## config.mk

```make
export PLATFORM = sky130hd
export DESIGN_NAME = sa_job_sequencer_flat
export DESIGN_NICKNAME = d
export VERILOG_FILES = /design/src/rtl/sa_ctrl_pkg.sv /design/src/rtl/sa_job_sequencer_if.sv /design/src/rtl/sa_desc_fifo.sv /design/src/rtl/sa_job_sequencer.sv /design/src/flat_wrapper.sv
export SDC_FILE = /design/constraint.sdc
export NUM_CORES = 1
export LEC_CHECK = 0
export ABC_AREA = 1
export BUFFER_PORTS_ARGS = -buffer_cell sky130_fd_sc_hd__buf_4
export CAP_MARGIN = 0
export CORE_MARGIN = 3
export CORE_UTILIZATION = 40
export DETAILED_ROUTE_END_ITERATION = 10
export GPL_ROUTABILITY_DRIVEN = 0
export HOLD_SLACK_MARGIN = 0.02
export PLACE_DENSITY = 0.64
export SLEW_MARGIN = 20
export SYNTH_ARGS = -nofsm -noshare
export SYNTH_HDL_FRONTEND = slang
export SYNTH_SLANG_ARGS = --single-unit
```

## constraint.sdc

```tcl
create_clock -name S_AXI_ACLK -period 9.4 [get_ports S_AXI_ACLK]
set_clock_uncertainty 0.05 [all_clocks]
set_input_delay 0.94 -clock S_AXI_ACLK [delete_from_list [all_inputs] [get_ports S_AXI_ACLK]]
set_output_delay 0.94 -clock S_AXI_ACLK [all_outputs]
set_load 0.005 [all_outputs]
```

## src/rtl/sa_ctrl_pkg.sv

```systemverilog
// Shared types and default widths for the systolic-array job sequencer.
package sa_ctrl_pkg;

  localparam int unsigned SA_ADDR_W      = 32;
  localparam int unsigned SA_BIT_TRANS   = 8;
  localparam int unsigned SA_BLK_W       = 16;
  localparam int unsigned SA_QUEUE_DEPTH = 4;
  localparam int unsigned SA_TIMEOUT_W   = 24;
  localparam int unsigned SA_JOBS_W      = 16;

  typedef enum logic [2:0] {
    IDLE   = 3'd0,
    LAUNCH = 3'd1,
    RUN    = 3'd2,
    DONE   = 3'd3,
    ERR    = 3'd4
  } seq_state_e;

  typedef enum logic [1:0] {
    ERR_NONE      = 2'd0,
    ERR_BAD_PARAM = 2'd1,
    ERR_OVERFLOW  = 2'd2,
    ERR_TIMEOUT   = 2'd3
  } err_code_e;

  typedef struct packed {
    logic [SA_ADDR_W-1:0]    rd_base;
    logic [SA_ADDR_W-1:0]    wr_base;
    logic [SA_BIT_TRANS-1:0] num_trans;
    logic [SA_BLK_W-1:0]     max_blk;
  } job_desc_t;

endpackage

```

## src/rtl/sa_job_sequencer_if.sv

```systemverilog
// Job-submit and core-launch signal bundle between CSR block, sequencer and sa_core.
interface sa_job_sequencer_if
  import sa_ctrl_pkg::*;
#(
  parameter int unsigned ADDR_W    = SA_ADDR_W,
  parameter int unsigned BIT_TRANS = SA_BIT_TRANS,
  parameter int unsigned BLK_W     = SA_BLK_W
);
  logic                 i_start;
  logic [ADDR_W-1:0]    i_rd_base;
  logic [ADDR_W-1:0]    i_wr_base;
  logic [BIT_TRANS-1:0] i_num_trans;
  logic [BLK_W-1:0]     i_max_blk;
  logic                 i_core_done;
  logic                 o_core_start;
  logic [ADDR_W-1:0]    o_rd_base;
  logic [ADDR_W-1:0]    o_wr_base;
  logic [BIT_TRANS-1:0] o_num_trans;
  logic [BLK_W-1:0]     o_max_blk;

  modport slave (
    input  i_start, i_rd_base, i_wr_base, i_num_trans, i_max_blk, i_core_done,
    output o_core_start, o_rd_base, o_wr_base, o_num_trans, o_max_blk
  );

  modport master (
    output i_start, i_rd_base, i_wr_base, i_num_trans, i_max_blk, i_core_done,
    input  o_core_start, o_rd_base, o_wr_base, o_num_trans, o_max_blk
  );
endinterface

```

## src/rtl/sa_desc_fifo.sv

```systemverilog
// Synchronous descriptor FIFO; wrap-bit pointers distinguish full from empty.
module sa_desc_fifo
  import sa_ctrl_pkg::*;
#(
  parameter  int unsigned DEPTH = SA_QUEUE_DEPTH,
  localparam int unsigned PTR_W = $clog2(DEPTH),
  localparam int unsigned LVL_W = PTR_W + 1
) (
  input  logic             S_AXI_ACLK,
  input  logic             S_AXI_ARESETN,
  input  logic             push,
  input  job_desc_t        push_data,
  input  logic             pop,
  output job_desc_t        pop_data,
  input  logic             flush,
  output logic             full,
  output logic             empty,
  output logic [LVL_W-1:0] level
);

  job_desc_t        mem [DEPTH];
  logic [PTR_W:0]   wr_ptr;
  logic [PTR_W:0]   rd_ptr;
  logic             do_push;
  logic             do_pop;

  assign empty    = (wr_ptr == rd_ptr);
  assign full     = (wr_ptr[PTR_W] != rd_ptr[PTR_W]) &&
                    (wr_ptr[PTR_W-1:0] == rd_ptr[PTR_W-1:0]);
  assign level    = LVL_W'(wr_ptr - rd_ptr);
  assign do_pop   = pop && !empty;
  // A full queue still accepts when the head leaves in the same cycle.
  assign do_push  = push && (!full || do_pop);
  assign pop_data = mem[rd_ptr[PTR_W-1:0]];

  always_ff @(posedge S_AXI_ACLK or negedge S_AXI_ARESETN) begin
    if (!S_AXI_ARESETN) begin
      wr_ptr <= '0;
      rd_ptr <= '0;
    end else if (flush) begin
      wr_ptr <= '0;
      rd_ptr <= '0;
    end else begin
      if (do_push) wr_ptr <= wr_ptr + (PTR_W+1)'(1);
      if (do_pop)  rd_ptr <= rd_ptr + (PTR_W+1)'(1);
    end
  end

  always_ff @(posedge S_AXI_ACLK) begin
    if (do_push && !flush) mem[wr_ptr[PTR_W-1:0]] <= push_data;
  end

endmodule

```

## src/rtl/sa_job_sequencer.sv

```systemverilog
// Job front-end: queues descriptors, launches them to sa_core, watchdog/abort and sticky irq/error.
module sa_job_sequencer
  import sa_ctrl_pkg::*;
#(
  parameter  int unsigned ADDR_W      = SA_ADDR_W,
  parameter  int unsigned BIT_TRANS   = SA_BIT_TRANS,
  parameter  int unsigned BLK_W       = SA_BLK_W,
  parameter  int unsigned QUEUE_DEPTH = SA_QUEUE_DEPTH,
  parameter  int unsigned TIMEOUT_W   = SA_TIMEOUT_W,
  localparam int unsigned LVL_W       = $clog2(QUEUE_DEPTH) + 1
) (
  input  logic                 S_AXI_ACLK,
  input  logic                 S_AXI_ARESETN,
  sa_job_sequencer_if.slave    bus,
  input  logic [TIMEOUT_W-1:0] i_timeout,
  input  logic                 i_abort,
  input  logic                 i_irq_en,
  input  logic                 i_irq_clr,
  output logic                 o_busy,
  output logic                 o_q_full,
  output logic [LVL_W-1:0]     o_q_level,
  output logic [SA_JOBS_W-1:0] o_jobs_done,
  output logic                 o_irq,
  output logic                 o_error,
  output logic [1:0]           o_err_code
);

  localparam logic [2:0] S_IDLE   = 3'(IDLE);
  localparam logic [2:0] S_LAUNCH = 3'(LAUNCH);
  localparam logic [2:0] S_RUN    = 3'(RUN);
  localparam logic [2:0] S_DONE   = 3'(DONE);
  localparam logic [2:0] S_ERR    = 3'(ERR);

  logic [2:0]           state;
  logic [2:0]           state_n;
  logic [TIMEOUT_W-1:0] wd;
  job_desc_t            push_desc;
  job_desc_t            pop_desc;
  logic                 q_full, q_empty;
  logic [LVL_W-1:0]     q_level;
  logic                 abort_eff, push_try, zero_field, push_ok, pop;
  logic                 bad_param, overflow, timeout_hit, done_evt, enter_err;
  logic                 err_set, irq_set, flush;
  logic [1:0]           err_new;

  // Abort with nothing running and nothing queued has no effect.
  assign abort_eff   = i_abort && !(state == S_IDLE && q_empty);
  assign push_try    = bus.i_start && (state != S_ERR) && !abort_eff;
  assign zero_field  = (bus.i_num_trans == '0) || (bus.i_max_blk == '0);
  assign push_ok     = push_try && !zero_field;
  assign pop         = (state == S_LAUNCH) && !abort_eff;
  assign bad_param   = push_try && zero_field;
  assign overflow    = push_ok && q_full && !pop;
  assign timeout_hit = (state == S_RUN) && (i_timeout != '0) && (wd == i_timeout);
  assign done_evt    = (state == S_RUN) && (state_n == S_DONE);
  assign enter_err   = (state != S_ERR) && (state_n == S_ERR);
  assign flush       = abort_eff || enter_err;
  assign err_set     = bad_param || overflow || enter_err;
  assign irq_set     = err_set || (done_evt && i_irq_en);
  assign err_new     = enter_err ? 2'(ERR_TIMEOUT) :
                       overflow  ? 2'(ERR_OVERFLOW) : 2'(ERR_BAD_PARAM);

  assign push_desc = '{rd_base:   SA_ADDR_W'(bus.i_rd_base),
                       wr_base:   SA_ADDR_W'(bus.i_wr_base),
                       num_trans: SA_BIT_TRANS'(bus.i_num_trans),
                       max_blk:   SA_BLK_W'(bus.i_max_blk)};

  sa_desc_fifo #(.DEPTH(QUEUE_DEPTH)) u_fifo (
    .S_AXI_ACLK    (S_AXI_ACLK),
    .S_AXI_ARESETN (S_AXI_ARESETN),
    .push          (push_ok),
    .push_data     (push_desc),
    .pop           (pop),
    .pop_data      (pop_desc),
    .flush         (flush),
    .full          (q_full),
    .empty         (q_empty),
    .level         (q_level)
  );

  assign o_busy    = (state != S_IDLE) || !q_empty;
  assign o_q_full  = q_full;
  assign o_q_level = q_level;

  always_ff @(posedge S_AXI_ACLK or negedge S_AXI_ARESETN) begin
    if (!S_AXI_ARESETN) state <= S_IDLE;
    else                state <= state_n;
  end

  // Core completion outranks the watchdog; abort outranks everything.
  always_comb begin
    state_n = state;
    case (state)
      S_IDLE:   if (!q_empty) state_n = S_LAUNCH;
      S_LAUNCH: state_n = S_RUN;
      S_RUN: begin
        if (bus.i_core_done)  state_n = S_DONE;
        else if (timeout_hit) state_n = S_ERR;
      end
      S_DONE:   state_n = q_empty ? S_IDLE : S_LAUNCH;
      S_ERR:    if (i_irq_clr) state_n = S_IDLE;
      default:  state_n = S_IDLE;
    endcase
    if (abort_eff) state_n = S_ERR;
  end

  always_ff @(posedge S_AXI_ACLK or negedge S_AXI_ARESETN) begin
    if (!S_AXI_ARESETN) begin
      bus.o_core_start <= 1'b0;
      bus.o_rd_base    <= '0;
      bus.o_wr_base    <= '0;
      bus.o_num_trans  <= '0;
      bus.o_max_blk    <= '0;
      wd               <= '0;
      o_jobs_done      <= '0;
    end else begin
      bus.o_core_start <= (state_n == S_RUN);
      if (pop) begin
        bus.o_rd_base   <= ADDR_W'(pop_desc.rd_base);
        bus.o_wr_base   <= ADDR_W'(pop_desc.wr_base);
        bus.o_num_trans <= BIT_TRANS'(pop_desc.num_trans);
        bus.o_max_blk   <= BLK_W'(pop_desc.max_blk);
      end
      // Watchdog holds the index of the current RUN cycle, starting at 1.
      if (state == S_LAUNCH)   wd <= TIMEOUT_W'(1);
      else if (state == S_RUN) wd <= wd + TIMEOUT_W'(1);
      if (done_evt) o_jobs_done <= o_jobs_done + SA_JOBS_W'(1);
    end
  end

  // Sticky status: a same-cycle set beats clear; otherwise the first error code is kept.
  always_ff @(posedge S_AXI_ACLK or negedge S_AXI_ARESETN) begin
    if (!S_AXI_ARESETN) begin
      o_irq      <= 1'b0;
      o_error    <= 1'b0;
      o_err_code <= 2'(ERR_NONE);
    end else begin
      if (irq_set)        o_irq <= 1'b1;
      else if (i_irq_clr) o_irq <= 1'b0;
      if (err_set)        o_error <= 1'b1;
      else if (i_irq_clr) o_error <= 1'b0;
      if (err_set && (i_irq_clr || o_err_code == 2'(ERR_NONE))) o_err_code <= err_new;
      else if (!err_set && i_irq_clr)                           o_err_code <= 2'(ERR_NONE);
    end
  end

endmodule
```

## src/flat_wrapper.sv

```systemverilog
// flat-port wrapper written by rule: the top's interface ports become plain ports
module sa_job_sequencer_flat import sa_ctrl_pkg::*;
#(
  parameter  int unsigned ADDR_W      = SA_ADDR_W,
  parameter  int unsigned BIT_TRANS   = SA_BIT_TRANS,
  parameter  int unsigned BLK_W       = SA_BLK_W,
  parameter  int unsigned QUEUE_DEPTH = SA_QUEUE_DEPTH,
  parameter  int unsigned TIMEOUT_W   = SA_TIMEOUT_W,
  localparam int unsigned LVL_W       = $clog2(QUEUE_DEPTH) + 1
)
  (S_AXI_ACLK, S_AXI_ARESETN, i_timeout, i_abort, i_irq_en, i_irq_clr, o_busy, o_q_full, o_q_level, o_jobs_done, o_irq, o_error, o_err_code, bus_i_start, bus_i_rd_base, bus_i_wr_base, bus_i_num_trans, bus_i_max_blk, bus_i_core_done, bus_o_core_start, bus_o_rd_base, bus_o_wr_base, bus_o_num_trans, bus_o_max_blk);
  sa_job_sequencer_if #(.ADDR_W(ADDR_W), .BIT_TRANS(BIT_TRANS), .BLK_W(BLK_W)) bus_i ();
  input  logic S_AXI_ACLK;
  input  logic S_AXI_ARESETN;
  input  logic [TIMEOUT_W-1:0] i_timeout;
  input  logic i_abort;
  input  logic i_irq_en;
  input  logic i_irq_clr;
  output logic o_busy;
  output logic o_q_full;
  output logic [LVL_W-1:0] o_q_level;
  output logic [SA_JOBS_W-1:0] o_jobs_done;
  output logic o_irq;
  output logic o_error;
  output logic [1:0] o_err_code;
  input wire logic [$bits(bus_i.i_start)-1:0] bus_i_start;
  input wire logic [$bits(bus_i.i_rd_base)-1:0] bus_i_rd_base;
  input wire logic [$bits(bus_i.i_wr_base)-1:0] bus_i_wr_base;
  input wire logic [$bits(bus_i.i_num_trans)-1:0] bus_i_num_trans;
  input wire logic [$bits(bus_i.i_max_blk)-1:0] bus_i_max_blk;
  input wire logic [$bits(bus_i.i_core_done)-1:0] bus_i_core_done;
  output wire logic [$bits(bus_i.o_core_start)-1:0] bus_o_core_start;
  output wire logic [$bits(bus_i.o_rd_base)-1:0] bus_o_rd_base;
  output wire logic [$bits(bus_i.o_wr_base)-1:0] bus_o_wr_base;
  output wire logic [$bits(bus_i.o_num_trans)-1:0] bus_o_num_trans;
  output wire logic [$bits(bus_i.o_max_blk)-1:0] bus_o_max_blk;
  assign bus_i.i_start = bus_i_start;
  assign bus_i.i_rd_base = bus_i_rd_base;
  assign bus_i.i_wr_base = bus_i_wr_base;
  assign bus_i.i_num_trans = bus_i_num_trans;
  assign bus_i.i_max_blk = bus_i_max_blk;
  assign bus_i.i_core_done = bus_i_core_done;
  assign bus_o_core_start = bus_i.o_core_start;
  assign bus_o_rd_base = bus_i.o_rd_base;
  assign bus_o_wr_base = bus_i.o_wr_base;
  assign bus_o_num_trans = bus_i.o_num_trans;
  assign bus_o_max_blk = bus_i.o_max_blk;
  sa_job_sequencer #(.ADDR_W(ADDR_W), .BIT_TRANS(BIT_TRANS), .BLK_W(BLK_W), .QUEUE_DEPTH(QUEUE_DEPTH), .TIMEOUT_W(TIMEOUT_W)) u_core (.S_AXI_ACLK(S_AXI_ACLK), .S_AXI_ARESETN(S_AXI_ARESETN), .bus(bus_i), .i_timeout(i_timeout), .i_abort(i_abort), .i_irq_en(i_irq_en), .i_irq_clr(i_irq_clr), .o_busy(o_busy), .o_q_full(o_q_full), .o_q_level(o_q_level), .o_jobs_done(o_jobs_done), .o_irq(o_irq), .o_error(o_error), .o_err_code(o_err_code));
endmodule
```

* After elaboration in Yosys (flattened, before gate mapping)
Memories as Yosys holds them, arrays and structs flattened. A register that Yosys moved wholly into a read port is not among the register bits.
Index checks and enable logic that the tools add are counted.
** Cells by class
- Add/subtract/negate cells :: 5
- Equality and inequality tests :: 12
- Muxes and demuxes :: 22
- Reduce and logical (&&, ||, !) cells :: 49
** Operator list (count)
- 24-bit two-way mux :: 2
- 3-bit two-way mux :: 9
- 24-bit by 1-bit adder with 24-bit output (second input constant) :: 1
- 24-bit equality test :: 1
- 24-bit nonzero test :: 1
- 1-bit logical AND :: 20
- 16-bit by 1-bit adder with 16-bit output (second input constant) :: 1
- 16-bit logical NOT :: 1
- 3-bit case mux with 5 select lines :: 1
- 3-bit by 2-bit equality test with 1-bit output (second input constant) :: 4
- 2-bit nonzero test :: 6
- 1-bit logical NOT :: 9
- 8-bit logical NOT :: 1
- 1-bit logical OR :: 8
- 2-bit two-way mux :: 4
- 3-bit by 1-bit adder with 3-bit output (second input constant) :: 2
- 3-bit equality test (second input constant) :: 2
- 1-bit two-way mux :: 6
- 3-bit by 1-bit equality test with 1-bit output (second input constant) :: 1
- 3-bit equality test :: 1
- 3-bit logical NOT :: 1
- 3-bit inequality test (second input constant) :: 1
- 3-bit nonzero test :: 1
- 3-bit subtractor :: 1
- 3 further kinds :: 3
** Storage, ports and cells
- Bits in registers :: 54
- RAM bits :: 352
- Input port bits :: 119
- Memories :: 1
** Memory list
- u_core.u_fifo.mem :: depth 4, width 88, read ports 1, clocked after Yosys merged registers in 1, wr ports 1, RTL line sa_desc_fifo.sv:21 : job_desc_t mem [DEPTH];

* Depth between registers and ports, before layout
Gate-level depths: netlist of run 1.
- Depth in word-level cells :: 15
- Mapped depth :: 17
- Gate-level depth less buffers :: 15

* By module
Synthesis of run 1 repeated with hierarchy kept, for this count alone.
** Second synthesis, totals
- Cell total of the unflattened synthesis :: 1760
- Area total of the unflattened synthesis :: 19990.4 sq um
** By module, submodules not included
- sa_desc_fifo :: instances 1, cells each 916, area each 13504.2 sq um, seq. area each 10720.3 sq um
- sa_job_sequencer :: instances 1, cells each 844, area each 6486.2 sq um, seq. area each 3403.3 sq um

* Worst setup path before layout of run 1
Ideal clock, no wire load.
- Path kind :: flip-flop to flip-flop
- From :: register u_core.u_fifo.rd_ptr[1]
- To :: memory u_core.u_fifo.mem[3][0] (netlist bit), enable pin
- Data arrival time :: 8.330 ns
- Data required time :: 8.708 ns
- Setup slack :: 0.378 ns
- Stages on the path, launching flop included :: 15
- Path buffers :: 4
- Period minus slack after synthesis :: 9.022 ns
- Cell sequence :: dfrtp_1 -> clkbuf_1 -> inv_1 -> clkbuf_1 -> clkbuf_1 -> ha_1 -> inv_1 -> nor3_4 -> nand3_2 -> nand2_4 -> nand2_2 -> buf_6 -> nand2_1 -> nand2_1 -> nor3_1
** Between the ends
- Word-level cells in the longest chain between the ends :: 12
- Elaborated cells between the ends (all ways) :: 26
- Classes of those cells :: eq/ne (3); mux (6); reduce/logical (17)
** RTL lines
- start: declaration :: RTL line sa_desc_fifo.sv:23 : logic [PTR_W:0] rd_ptr;
- start signal: assignment :: RTL line sa_desc_fifo.sv:45 : if (do_pop) rd_ptr <= rd_ptr + (PTR_W+1)'(1);
- parallel branches: the longest is 9 deep, another holds 3-bit case mux with 5 select lines
- 1-bit logical AND * :: RTL line sa_desc_fifo.sv:50 : if (do_push && !flush) mem[wr_ptr[PTR_W-1:0]] <= push_data;
- 1-bit two-way mux * :: RTL line sa_desc_fifo.sv:50
- 1-bit two-way mux (implied by the code) * :: RTL line sa_desc_fifo.sv:50
- end: declaration :: RTL line sa_desc_fifo.sv:21
Every way passes the cells marked *.

* Worst setup path in the final report of run 1
- From :: register u_core.u_fifo.rd_ptr[1]
- To :: memory u_core.u_fifo.mem[0][80] (netlist bit), enable pin
The elaborated chain is that of the path after synthesis.

==> run_results.csv, run 1 <==
group,metric,value,unit
timing,fin_tns_setup,0,ns
logic_synthesis,ys_warn_count,0,
power,power_frac_seq,47.6,%
routing,antenna_left,0,
logic_synthesis,ys_seq_elements,494,
cts,clkSinkCount,494,
place,number_of_port_buffers,232,
logic_synthesis,synth.avg_cell_area,11.5,um^2
logic_synthesis,seq_area_frac_synth,71.5,%
timing,finalSetupViolations,0,
timing,final_period_minus_worst_setup_slack,5.63,ns
finish,area_delta_synth_final,20.9,%
cts,clock_tree_buf_depth,3,
cts,clock_latency,0.59,ns
power,internal_power,4.37,mW
cts,clock_tree_from_tritoncts,"done",
cts,cts_hold_buffers,0,
setup_path,setup.reg_to_reg.worst_slack,3.77,ns
flow_run,drv.max_cap_violation_count,0,
place,placement.cell_area,0.0221,mm^2
power,power_density_relative_to_cell_area,252,mW/mm^2
global_routing,pin_count_of_the_biggest_net_entering_global_routing,107,
timing,maxSlewHeadroom,27.4,%
timing,grt_setup_unrepaired,"no",
routing,route.detailed.vias_per_inst,5.02,
logic_synthesis,synth.lib_cells_used.distinct,39,
setup_path,crit_arrival,5.79,ns
routing,via_count,13200,
setup_path,worst-path-max-fanout,92,
logic_synthesis,synth_fp_nets,1843,
timing,layout_worst_path_cycle_share,59.9,%
global_routing,global_route_wire_length_before_repair,74200,um
power,max-vdd-ir-drop,0.135,mV
floorplanning,dieHeight,228,um
routing,drc_errors,0,
run_status,status,"finished, final reports clean",
power,share_of_power_burned_in_combinational_logic,17.6,%
min_path,worst_hold_check_path_type,"in -> async",
floorplanning,initial_core_util,40.9,%
global_routing,antenna_found_initial,6,
floorplanning,core_area,0.0482,mm^2
routing,drt_pass1_iterations,5,
routing,post_drt_wl_per_cell,18.0,um
logic_synthesis,post_synth_instance_area,0.0197,mm^2
finish,seq_area,0.0141,mm^2
cts,post-cts-setup-buffers,0,
finish,post_layout_inst_area,0.0239,mm^2
global_routing,grt.overflow.total,0,
power,swShare,27.3,%
global_routing,first_global_vias,13100,
place,detailedPlacementHpwl,28800,um
finish,num-nets-final,2057,
routing,route.final.wire_length,47300,um
timing,hold_viol,0,
finish,layout_utilization,49.5,%
cts,clk_pin_slew_worst_paths,0.06,ns
setup_path,worst-endpoint-required,9.56,ns
timing,report.final.slew_viol_count,0,
timing,fmaxAchievable,0.178,GHz
setup_path,critPathLaunch,"u_core.u_fifo.rd_ptr[1]$_DFFE_PN0P_",
logic_synthesis,syn_inst,1714,
cts,post_cts_resize_count,0,
power,power_leakage,9.60,nW
timing,tightest_slew,1.09,ns
setup_path,startpoint_type_of_the_worst_setup_path,"flip-flop",
setup_path,worst_setup_path_end_kind,"flip-flop",
cts,cts-root-buf,"clkbuf_16",
finish,final_layout_size_suffix_gt1_share,18.1,%
global_routing,global_route_usage_sum,17.9,%
floorplanning,fp-row-count,80,
power,power.clock.fraction,34.7,%
setup_path,ff_to_ff_path_depth,13,
routing,drt-initial-drc-count,1180,
floorplanning,die_w,228,um
finish,n_fill_cell,4316,
setup_path,setup.worst_path.class,"reg -> reg",
cts,numCtsBuffers,52,
setup_path,r2r-start,"u_core.u_fifo.rd_ptr[1]$_DFFE_PN0P_",
finish,multi_input_area,0.00504,mm^2
power,switchingPower,1.64,mW
floorplanning,design.portCount,233,
cts,ctsHtreeMaxLevel,2,
floorplanning,floorplan.die_area,0.0521,mm^2
-- cells in the mapped netlist (all sizes together) --
library cell / number / area share [%]
nand2: 393 / 7.6
edfxtp: 352 / 54
nor2: 246 / 4.8
o21ai: 195 / 5.0
dfrtp: 142 / 18
o22ai: 88 / 2.8
clkbuf: 71 / 1.3
inv: 70 / 1.3
nand3: 33 / 0.86
xnor2: 23 / 1.0
nor3: 19 / 0.60
a21oi: 16 / 0.41
buf: 12 / 0.41
xor2: 10 / 0.44
ha: 9 / 0.57
nand4: 9 / 0.29
nor4: 8 / 0.33
and3: 4 / 0.13
a211oi: 3 / 0.11
a221oi: 2 / 0.089
o21a: 2 / 0.076
o221ai: 2 / 0.089
or2: 2 / 0.063
fa: 1 / 0.10
nand3b: 1 / 0.057
o31ai: 1 / 0.038
-- per-stage QoR --
| stage | hold slack (ns) | setup slack [ns] | cells | total power, mW |
|---|---|---|---|---|
| after detailed placement | 0.416 | 3.64 | 2529 | 3.99 |
| after global routing | 0.408 | 3.26 | 2627 | 6.32 |
| final | 0.357 | 3.77 | 2628 | 6.02 |
| after global placement | 0.417 | 3.68 | 2529 | 3.96 |
| after floorplan | 0.423 | 0.378 | 1714 | 3.40 |
| after CTS | 0.365 | 3.61 | 2626 | 6.09 |
-- worst paths after layout --
| kind | endpoint |
|---|---|
| setup / recovery | u_core.u_fifo.mem[0][80]$_DFFE_PP_ |
| hold reg to reg | u_core.bus.o_wr_base[6]$_DFFE_PN0P_ |
| setup reg to reg | u_core.u_fifo.mem[0][80]$_DFFE_PP_ |
| min in group S_AXI_ACLK | u_core.bus.o_wr_base[6]$_DFFE_PN0P_ |
| max in group asynchronous | u_core.u_fifo.rd_ptr[0]$_DFFE_PN0P_ |
| hold / removal | u_core.wd[19]$_DFFE_PN0P_ |
-- metal layers --
metal  GRT usage, %  vias up  routed length (um)
met4           4.83       10                1110
li1               -     6369                   -
met3           4.64       85                3340
met2           29.3      369               22500
met5              0        -                  76
met1           23.9     6366               20300
-- critical path, cell delays in order (launching register included) --
cell and delay (ns):
dfrtp_4 1.04, inv_2 0.03, buf_4 0.46, ha_1 0.45, inv_1 0.07, nor3_4 0.25
nand3_2 0.13, nand2_4 0.13, nand2_4 0.56, nand2_1 0.28, nand2_1 0.17, inv_1 0.17
and3_4 0.55, buf_4 0.75
-- power groups by stage --
stage | clock, mW | sequential, mW | combinational, mW
final | 2.09 | 2.87 | 1.06
after global placement | 0 | 2.91 | 1.06
after detailed placement | 0 | 2.91 | 1.08
after global routing | 2.23 | 2.90 | 1.20
after floorplan | 0 | 2.88 | 0.525
after CTS | 2.13 | 2.87 | 1.08
-- state kept, by name, indices dropped and copies added, names as in the netlist --
signal                   count
u_core.o_irq                 1
u_core.o_err_code            2
u_core.bus.o_core_start      1
u_core.state                 3
u_core.u_fifo.mem          352
u_core.u_fifo.rd_ptr         3
u_core.u_fifo.wr_ptr         3
u_core.o_error               1
u_core.bus.o_wr_base        32
u_core.bus.o_num_trans       8
u_core.wd                   24
u_core.o_jobs_done          16
u_core.bus.o_max_blk        16
u_core.bus.o_rd_base        32
-- layout make-up --
class                   count  share of cell area (%)
diodes                      1                  0.0105
clock buffers              66                    5.76
clock inverters            31                    1.63
inverters                  70                    1.12
multi-input cells        1067                    21.1
flip-flops and latches    494                    59.2
well taps                 656                    3.44
repair buffers            243                    7.74
-- cell families (layout without fill, tap and decap cells) --
group	after synthesis	after routing	share of synthesized area [%]
AO/OA/AOI/OAI	309	309	8.60
AND/OR/NAND/NOR	715	715	14.7
other	0	1	0
XOR/XNOR	33	33	1.46
adder cells (fa/ha/maj)	10	10	0.672
flip-flops	494	494	71.5
buffers and inverters	153	410	3.09
-- cells in the final DEF, fill, tap and decap left out, drive strengths merged, types with 4 or more instances in the layout --
cell,synthesis,layout
nor2,246,246
xnor2,23,23
ha,9,9
and3,4,4
nand4,9,9
nor4,8,8
clkinv,0,18
o21ai,195,195
nand2,393,393
nand3,33,33
bufinv,0,7
clkbuf,71,66
o22ai,88,88
dfrtp,142,142
inv,70,73
edfxtp,352,352
xor2,10,10
a21oi,16,16
buf,12,243
nor3,19,19
Power figures use the tool's default switching activity.
==> run 2: changes to the inputs <==
Settings changed: PLACE_DENSITY 0.64 to 0.61.
Clock period 9.4 ns to 5.3 ns, I/O delays scaled along.
==> run_results.csv, run 2 (synthesized netlist as in run 1, its figures left out) <==
group,metric,value,unit
run_status,status,"finished, final reports clean",
power,swShare,27.5,%
floorplanning,die_w,228,um
min_path,min_from,"bus_i_wr_base[21]",
cts,clock_tree_from_tritoncts,"done",
setup_path,worst_setup_path_end_kind,"flip-flop",
setup_path,worst-path-max-fanout,46,
global_routing,first_global_vias,13100,
timing,finalSetupViolations,0,
timing,hold_slack,0.0859,ns
floorplanning,design.portCount,233,
power,share_of_power_burned_in_combinational_logic,18.0,%
power,max-vdd-ir-drop,0.273,mV
global_routing,grt.overflow.total,0,
timing,fin_tns_setup,0,ns
global_routing,antenna_found_initial,5,
global_routing,pin_count_of_the_biggest_net_entering_global_routing,121,
min_path,min_delay_worst_endpoint,"u_core.u_fifo.mem[2][45]$_DFFE_PP_",
floorplanning,fp-row-count,80,
setup_path,worst-endpoint-required,5.51,ns
global_routing,global_route.usage.met1,25.6,%
routing,antenna_left,0,
setup_path,startpoint_type_of_the_worst_setup_path,"flip-flop",
place,number_of_port_buffers,232,
finish,n_fill_cell,4337,
routing,post_drt_wl_per_cell,18.5,um
routing,route.final.wire_length,48600,um
min_path,hold_path_depth,1,
timing,final_period_minus_worst_setup_slack,3.60,ns
timing,grt_setup_unrepaired,"no",
setup_path,r2r_end,"u_core.u_fifo.mem[1][14]$_DFFE_PP_",
floorplanning,floorplan.die_area,0.0521,mm^2
cts,clkSinkCount,494,
power,power_leakage,9.64,nW
routing,drt-initial-drc-count,935,
timing,layout_worst_path_cycle_share,67.9,%
setup_path,r2r-start,"u_core.u_fifo.wr_ptr[0]$_DFFE_PN0P_",
power,power_density_relative_to_cell_area,448,mW/mm^2
finish,final_layout_size_suffix_gt1_share,18.5,%
finish,mostFrequentLayoutCells,"nand2_1 (386), edfxtp_1 (352), nor2_1 (242), buf_4 (242), o21ai_0 (191)",
global_routing,global_route_wire_length_before_repair,75900,um
setup_path,crit_arrival,3.81,ns
flow_run,drv.max_cap_violation_count,0,
timing,maxSlewHeadroom,27.0,%
setup_path,setup.worst_path.class,"reg -> reg",
min_path,worst_hold_check_path_type,"in -> reg",
finish,mostFrequentLayoutCell,"nand2_1",
place,detailedPlacementHpwl,29000,um
cts,numCtsBuffers,52,
timing,report.final.slew_viol_count,0,
finish,num-nets-final,2062,
power,switchingPower,2.95,mW
routing,route.detailed.vias_per_inst,5.04,
floorplanning,dieHeight,228,um
power,design_power_total,10.7,mW
global_routing,grt_util_met3,4.83,%
cts,clk_pin_slew_worst_paths,0.07,ns
routing,drt_pass1_iterations,5,
timing,hold_viol,0,
global_routing,global_route.usage.met2,28.9,%
finish,area_delta_synth_final,21.3,%
cts,cts-root-buf,"clkbuf_16",
routing,via_count,13300,
timing,fmaxAchievable,0.278,GHz
routing,drc_errors,0,
power,internal_power,7.78,mW
setup_path,ff_to_ff_path_depth,12,
cts,clock_tree_buf_depth,3,
floorplanning,initial_core_util,40.9,%
floorplanning,core_area,0.0482,mm^2
power,power_frac_seq,47.2,%
cts,ctsHtreeMaxLevel,2,
power,power.clock.fraction,34.8,%
cts,clock_latency,0.59,ns
setup_path,setup.reg_to_reg.worst_slack,1.70,ns
global_routing,global_route_usage_sum,18.4,%
global_routing,globalRoute.busiestLayer,"met2",
cts,post_cts_resize_count,0,
finish,largest_reg_flops,352,
timing,tightest_slew,1.09,ns
-- run 2: cell types whose count changed in the layout (fill, tap and decap cells not counted), moves of 2 or more --
cell        delta
buf_12         +4
clkinv_1       +3
clkinvlp_4     +4
clkinv_2       +3
clkbuf_1       -8
clkbuf_16      +2
-- run 2: cell type report --
type	count	area, um^2	share of cell area [%]
Antenna cell	1	2.50	0.0104
Multi-Input combinational cell	1067	5040	21.1
Sequential cell	494	14100	59.0
Clock buffer	61	1410	5.87
Timing Repair Buffer	248	1920	8.00
Tap cell	656	821	3.43
Clock inverter	36	368	1.54
Inverter	70	270	1.13
-- run 2: how the worst max path moves through the flow --
| stage | startpoint | endpoint | slack [ns] | cells after the start |
|---|---|---|---|---|
| after floorplan | u_core.u_fifo.rd_ptr[1]$_DFFE_PN0P_ | u_core.u_fifo.mem[0][0]$_DFFE_PP_ | 0.23 | 15 |
| after global placement | u_core.u_fifo.wr_ptr[0]$_DFFE_PN0P_ | u_core.u_fifo.mem[1][40]$_DFFE_PP_ | 1.75 | 12 |
| after detailed placement | u_core.u_fifo.wr_ptr[0]$_DFFE_PN0P_ | u_core.u_fifo.mem[1][10]$_DFFE_PP_ | 1.67 | 12 |
| after CTS | u_core.u_fifo.wr_ptr[0]$_DFFE_PN0P_ | u_core.u_fifo.mem[1][14]$_DFFE_PP_ | 1.65 | 12 |
| after global routing | u_core.u_fifo.wr_ptr[0]$_DFFE_PN0P_ | u_core.u_fifo.mem[1][14]$_DFFE_PP_ | 1.41 | 12 |
| final | u_core.u_fifo.wr_ptr[0]$_DFFE_PN0P_ | u_core.u_fifo.mem[1][14]$_DFFE_PP_ | 1.70 | 12 |
-- run 2: power by group through the flow --
stage | sequential, mW | combinational (mW) | clock, mW
3_5_place_dp | 5.13 | 1.96 | 0
3_3_place_gp | 5.13 | 1.94 | 0
5_1_grt | 5.12 | 2.18 | 3.97
6_report | 5.06 | 1.93 | 3.73
2_1_floorplan | 5.10 | 0.937 | 0
4_1_cts | 5.06 | 1.97 | 3.82
-- run 2: worst max-delay path: stages (launching register included) --
cell     delay [ns]
dfrtp_1        0.40
inv_1          0.11
ha_1           0.31
inv_1          0.08
nor3_4         0.23
nand3_2        0.14
nand2_4        0.13
nand2_4        0.18
nand2_1        0.15
nand2_1        0.16
inv_1          0.17
and3_4         0.76
buf_12         0.37
-- run 2: metrics by stage --
stage,setup WS [ns],area (um^2),instances,util [%]
5_1_grt,1.41,24000,2632,49.7
3_3_place_gp,1.75,22200,2534,46.0
3_5_place_dp,1.67,22200,2534,46.0
6_report,1.70,24000,2633,49.7
4_1_cts,1.65,24000,2632,49.7
2_1_floorplan,0.234,19800,1714,-
-- run 2: what timing repair did --
item	in CTS	in global routing
hold endpoints to repair	67	0
hold buffers	1	0
buffers inserted	0	0
-- run 2: metal layers --
layer | vias to the layer above | share of wire [%] | routed length [um]
met5 | - | 0.10 | 51
li1 | 6373 | - | -
met2 | 379 | 46 | 22400
met4 | 8 | 1.8 | 884
met3 | 76 | 6.9 | 3330
met1 | 6428 | 45 | 21900
==> run 3: changes to the inputs <==
Settings changed: ABC_AREA 1 to 0, PLACE_DENSITY 0.61 to 0.64.
Clock period 5.3 ns to 3 ns, I/O delays scaled along.
==> run_results.csv, run 3 <==
group,metric,value,unit
logic_synthesis,post_synth_instance_area,0.0192,mm^2
logic_synthesis,yosys.area_share.simple,4.36,%
finish,largest_reg_flops,352,
setup_path,cell_by_cell_trace_of_the_critical_path,"xor2_1 -> or4b_2 -> or3_1 -> o31ai_2 -> buf_4 -> buf_6 -> nor2_4 -> buf_12",
timing,layout_worst_path_cycle_share,94.3,%
routing,antenna_left,0,
timing,final_period_minus_worst_setup_slack,2.83,ns
logic_synthesis,yosys_most_used_dff,"edfxtp_1",
finish,mostFrequentLayoutCell,"edfxtp_1",
global_routing,grt.overflow.total,0,
logic_synthesis,ys_warn_count,0,
flow_run,drv.max_cap_violation_count,0,
setup_path,crit_arrival,3.08,ns
setup_path,worst_path_largest_cell_delay,0.62,ns
routing,drc_errors,0,
logic_synthesis,synthAdderAreaFrac,0.691,%
timing,hold_slack,0.215,ns
logic_synthesis,muxShareOfSynthArea,15.6,%
setup_path,worst_setup_path_end_kind,"flip-flop",
floorplanning,initial_core_util,40.9,%
logic_synthesis,synth_compound_gate_area_share,1.75,%
setup_path,critical-path-top-delay-family,"simple AND/OR/NAND/NOR gates",
min_path,worst_hold_check_path_type,"in -> async",
logic_synthesis,synth.lib_cells_used.distinct,46,
routing,post_drt_wl_per_cell,20.9,um
timing,fmaxAchievable,0.354,GHz
logic_synthesis,post_synth_most_frequent_cells,"edfxtp_1 (352), dfrtp_1 (142), mux2_2 (89)",
logic_synthesis,yosys.cell_count.top_type,"edfxtp_1",
power,max-vdd-ir-drop,0.504,mV
cts,clk_pin_slew_worst_paths,0.06,ns
timing,final_critical_path_setup_slack,0.172,ns
power,power_density_relative_to_cell_area,783,mW/mm^2
cts,clock_latency,0.61,ns
logic_synthesis,synthDominantAreaCellType,"edfxtp_1",
floorplanning,dieHeight,225,um
floorplanning,fp-row-count,79,
place,detailedPlacementHpwl,25900,um
logic_synthesis,synth.avg_cell_area,18.8,um^2
logic_synthesis,yosys.area.top_type_share,55.1,%
place,number_of_port_buffers,232,
cts,numCtsBuffers,52,
global_routing,antenna_found_initial,7,
cts,ctsHtreeMaxLevel,2,
routing,route.final.wire_length,42600,um
setup_path,worst-path-buf-inv,3,
routing,route.detailed.vias_per_inst,5.17,
cts,clock_tree_buf_depth,3,
finish,post_layout_inst_area,0.0249,mm^2
timing,report.final.slew_viol_count,0,
global_routing,global_route_usage_sum,17.0,%
logic_synthesis,post_synth_xor_area_fraction,2.69,%
power,power_leakage,9.17,nW
finish,area_delta_synth_final,29.6,%
logic_synthesis,synth_async_sr_flop_share,28.7,%
place,placement.cell_area,0.0220,mm^2
setup_path,setup.worst_path.class,"reg -> reg",
setup_path,setup.reg_to_reg.worst_slack,0.17,ns
finish,mostFrequentLayoutCells,"edfxtp_1 (352), buf_4 (252), dfrtp_1 (140)",
setup_path,worst-endpoint-required,3.25,ns
setup_path,worst_path_max_delay_cell,"or4b_2",
logic_synthesis,ys_top_cells_by_area,"edfxtp_1 (55%), dfrtp_1 (19%), mux4_2 (10%)",
timing,maxSlewHeadroom,40.1,%
setup_path,startpoint_type_of_the_worst_setup_path,"flip-flop",
global_routing,global_route_wire_length_before_repair,65800,um
run_status,status,"finished, final reports clean",
logic_synthesis,count_of_flip_flops_with_a_built_in_enable_after_synthesis,352,
global_routing,pin_count_of_the_biggest_net_entering_global_routing,91,
place,placement_setup_slack,-0.0232,ns
routing,drt_pass1_iterations,5,
timing,hold_viol,0,
timing,finalSetupViolations,0,
routing,via_count,10600,
logic_synthesis,synth_top_family_by_area,"multiplexers",
finish,num-nets-final,1516,
floorplanning,floorplan.die_area,0.0506,mm^2
logic_synthesis,ys_seq_elements,494,
cts,clkSinkCount,494,
logic_synthesis,syn_inst,1020,
floorplanning,core_area,0.0470,mm^2
timing,grt_setup_unrepaired,"no",
timing,tightest_slew,0.899,ns
logic_synthesis,seq_area_frac_synth,73.6,%
finish,final_layout_size_suffix_gt1_share,38.1,%
cts,cts-root-buf,"clkbuf_16",
global_routing,first_global_vias,11100,
cts,clock_tree_from_tritoncts,"done",
routing,drt-initial-drc-count,815,
floorplanning,die_w,225,um
setup_path,worst-path-max-fanout,48,
floorplanning,design.portCount,233,
logic_synthesis,synth_fp_nets,1149,
run 3: through the flow:
| stage | utilization, % | TNS (ns) | std cells | total power [mW] |
|---|---|---|---|---|
| floorplan | - | -210.60 | 1020 | 10.6 |
| global placement | 46.8 | -1.41 | 1841 | 12.6 |
| detailed placement | 46.8 | -0.607 | 1841 | 12.6 |
| CTS | 52.8 | 0 | 2032 | 19.8 |
| global route | 53.0 | 0 | 2041 | 20.4 |
| finish | 53.0 | 0 | 2042 | 19.5 |
run 3: cell families after synthesis:
logic type      count (synthesis)
mux                           178
flops                         494
buf+inv                        66
simple gates                  158
fa+ha+maj                      10
xor+xnor                       59
compound gates                 55
run 3: final cells by class:
cell class	count	area, um^2
fillers	3763	22100
diodes	4	10.0
clock buffers	67	1420
repair buffers	359	3090
clock inverters	31	493
flip-flops and latches	494	14100
well taps	607	759
multi-input cells	461	4900
inverters	19	73.8
run 3: final timing paths:
check,cells past startpoint,startpoint,endpoint
worst min-delay path,2,S_AXI_ARESETN,u_core.o_jobs_done[15]$_DFFE_PN0P_
max in group asynchronous,3,S_AXI_ARESETN,u_core.u_fifo.rd_ptr[0]$_DFFE_PN0P_
min in group S_AXI_ACLK,5,i_timeout[16],u_core.o_err_code[0]$_DFFE_PN0P_
worst max register to register,8,u_core.wd[8]$_DFFE_PN0P_,u_core.u_fifo.mem[1][62]$_DFFE_PP_
worst max-delay path,8,u_core.wd[8]$_DFFE_PN0P_,u_core.u_fifo.mem[1][62]$_DFFE_PP_
worst min register to register,1,u_core.o_jobs_done[15]$_DFFE_PN0P_,u_core.o_jobs_done[15]$_DFFE_PN0P_
run 3: metal layers:
layer	track usage, %	vias to the layer above	wire (um)
met1	23.6	5436	18700
li1	-	4767	-
met3	3.62	63	2640
met5	0	-	34
met4	4.72	6	776
met2	27.4	280	20400
run 3: repair_timing:
action / in CTS / in global routing
resized for setup: 0 / 1
buffers inserted: 0 / 5
hold buffers: 93 / 0
endpoints found under the setup margin: 0 / 69
endpoints found under the hold margin: 409 / 0
run 3: report_power, final:
part	switching [mW]	internal, mW	total [mW]
clock network	2.65	4.31	6.96
registers	0.503	8.44	8.94
logic	1.61	1.98	3.59
total	4.76	14.7	19.5
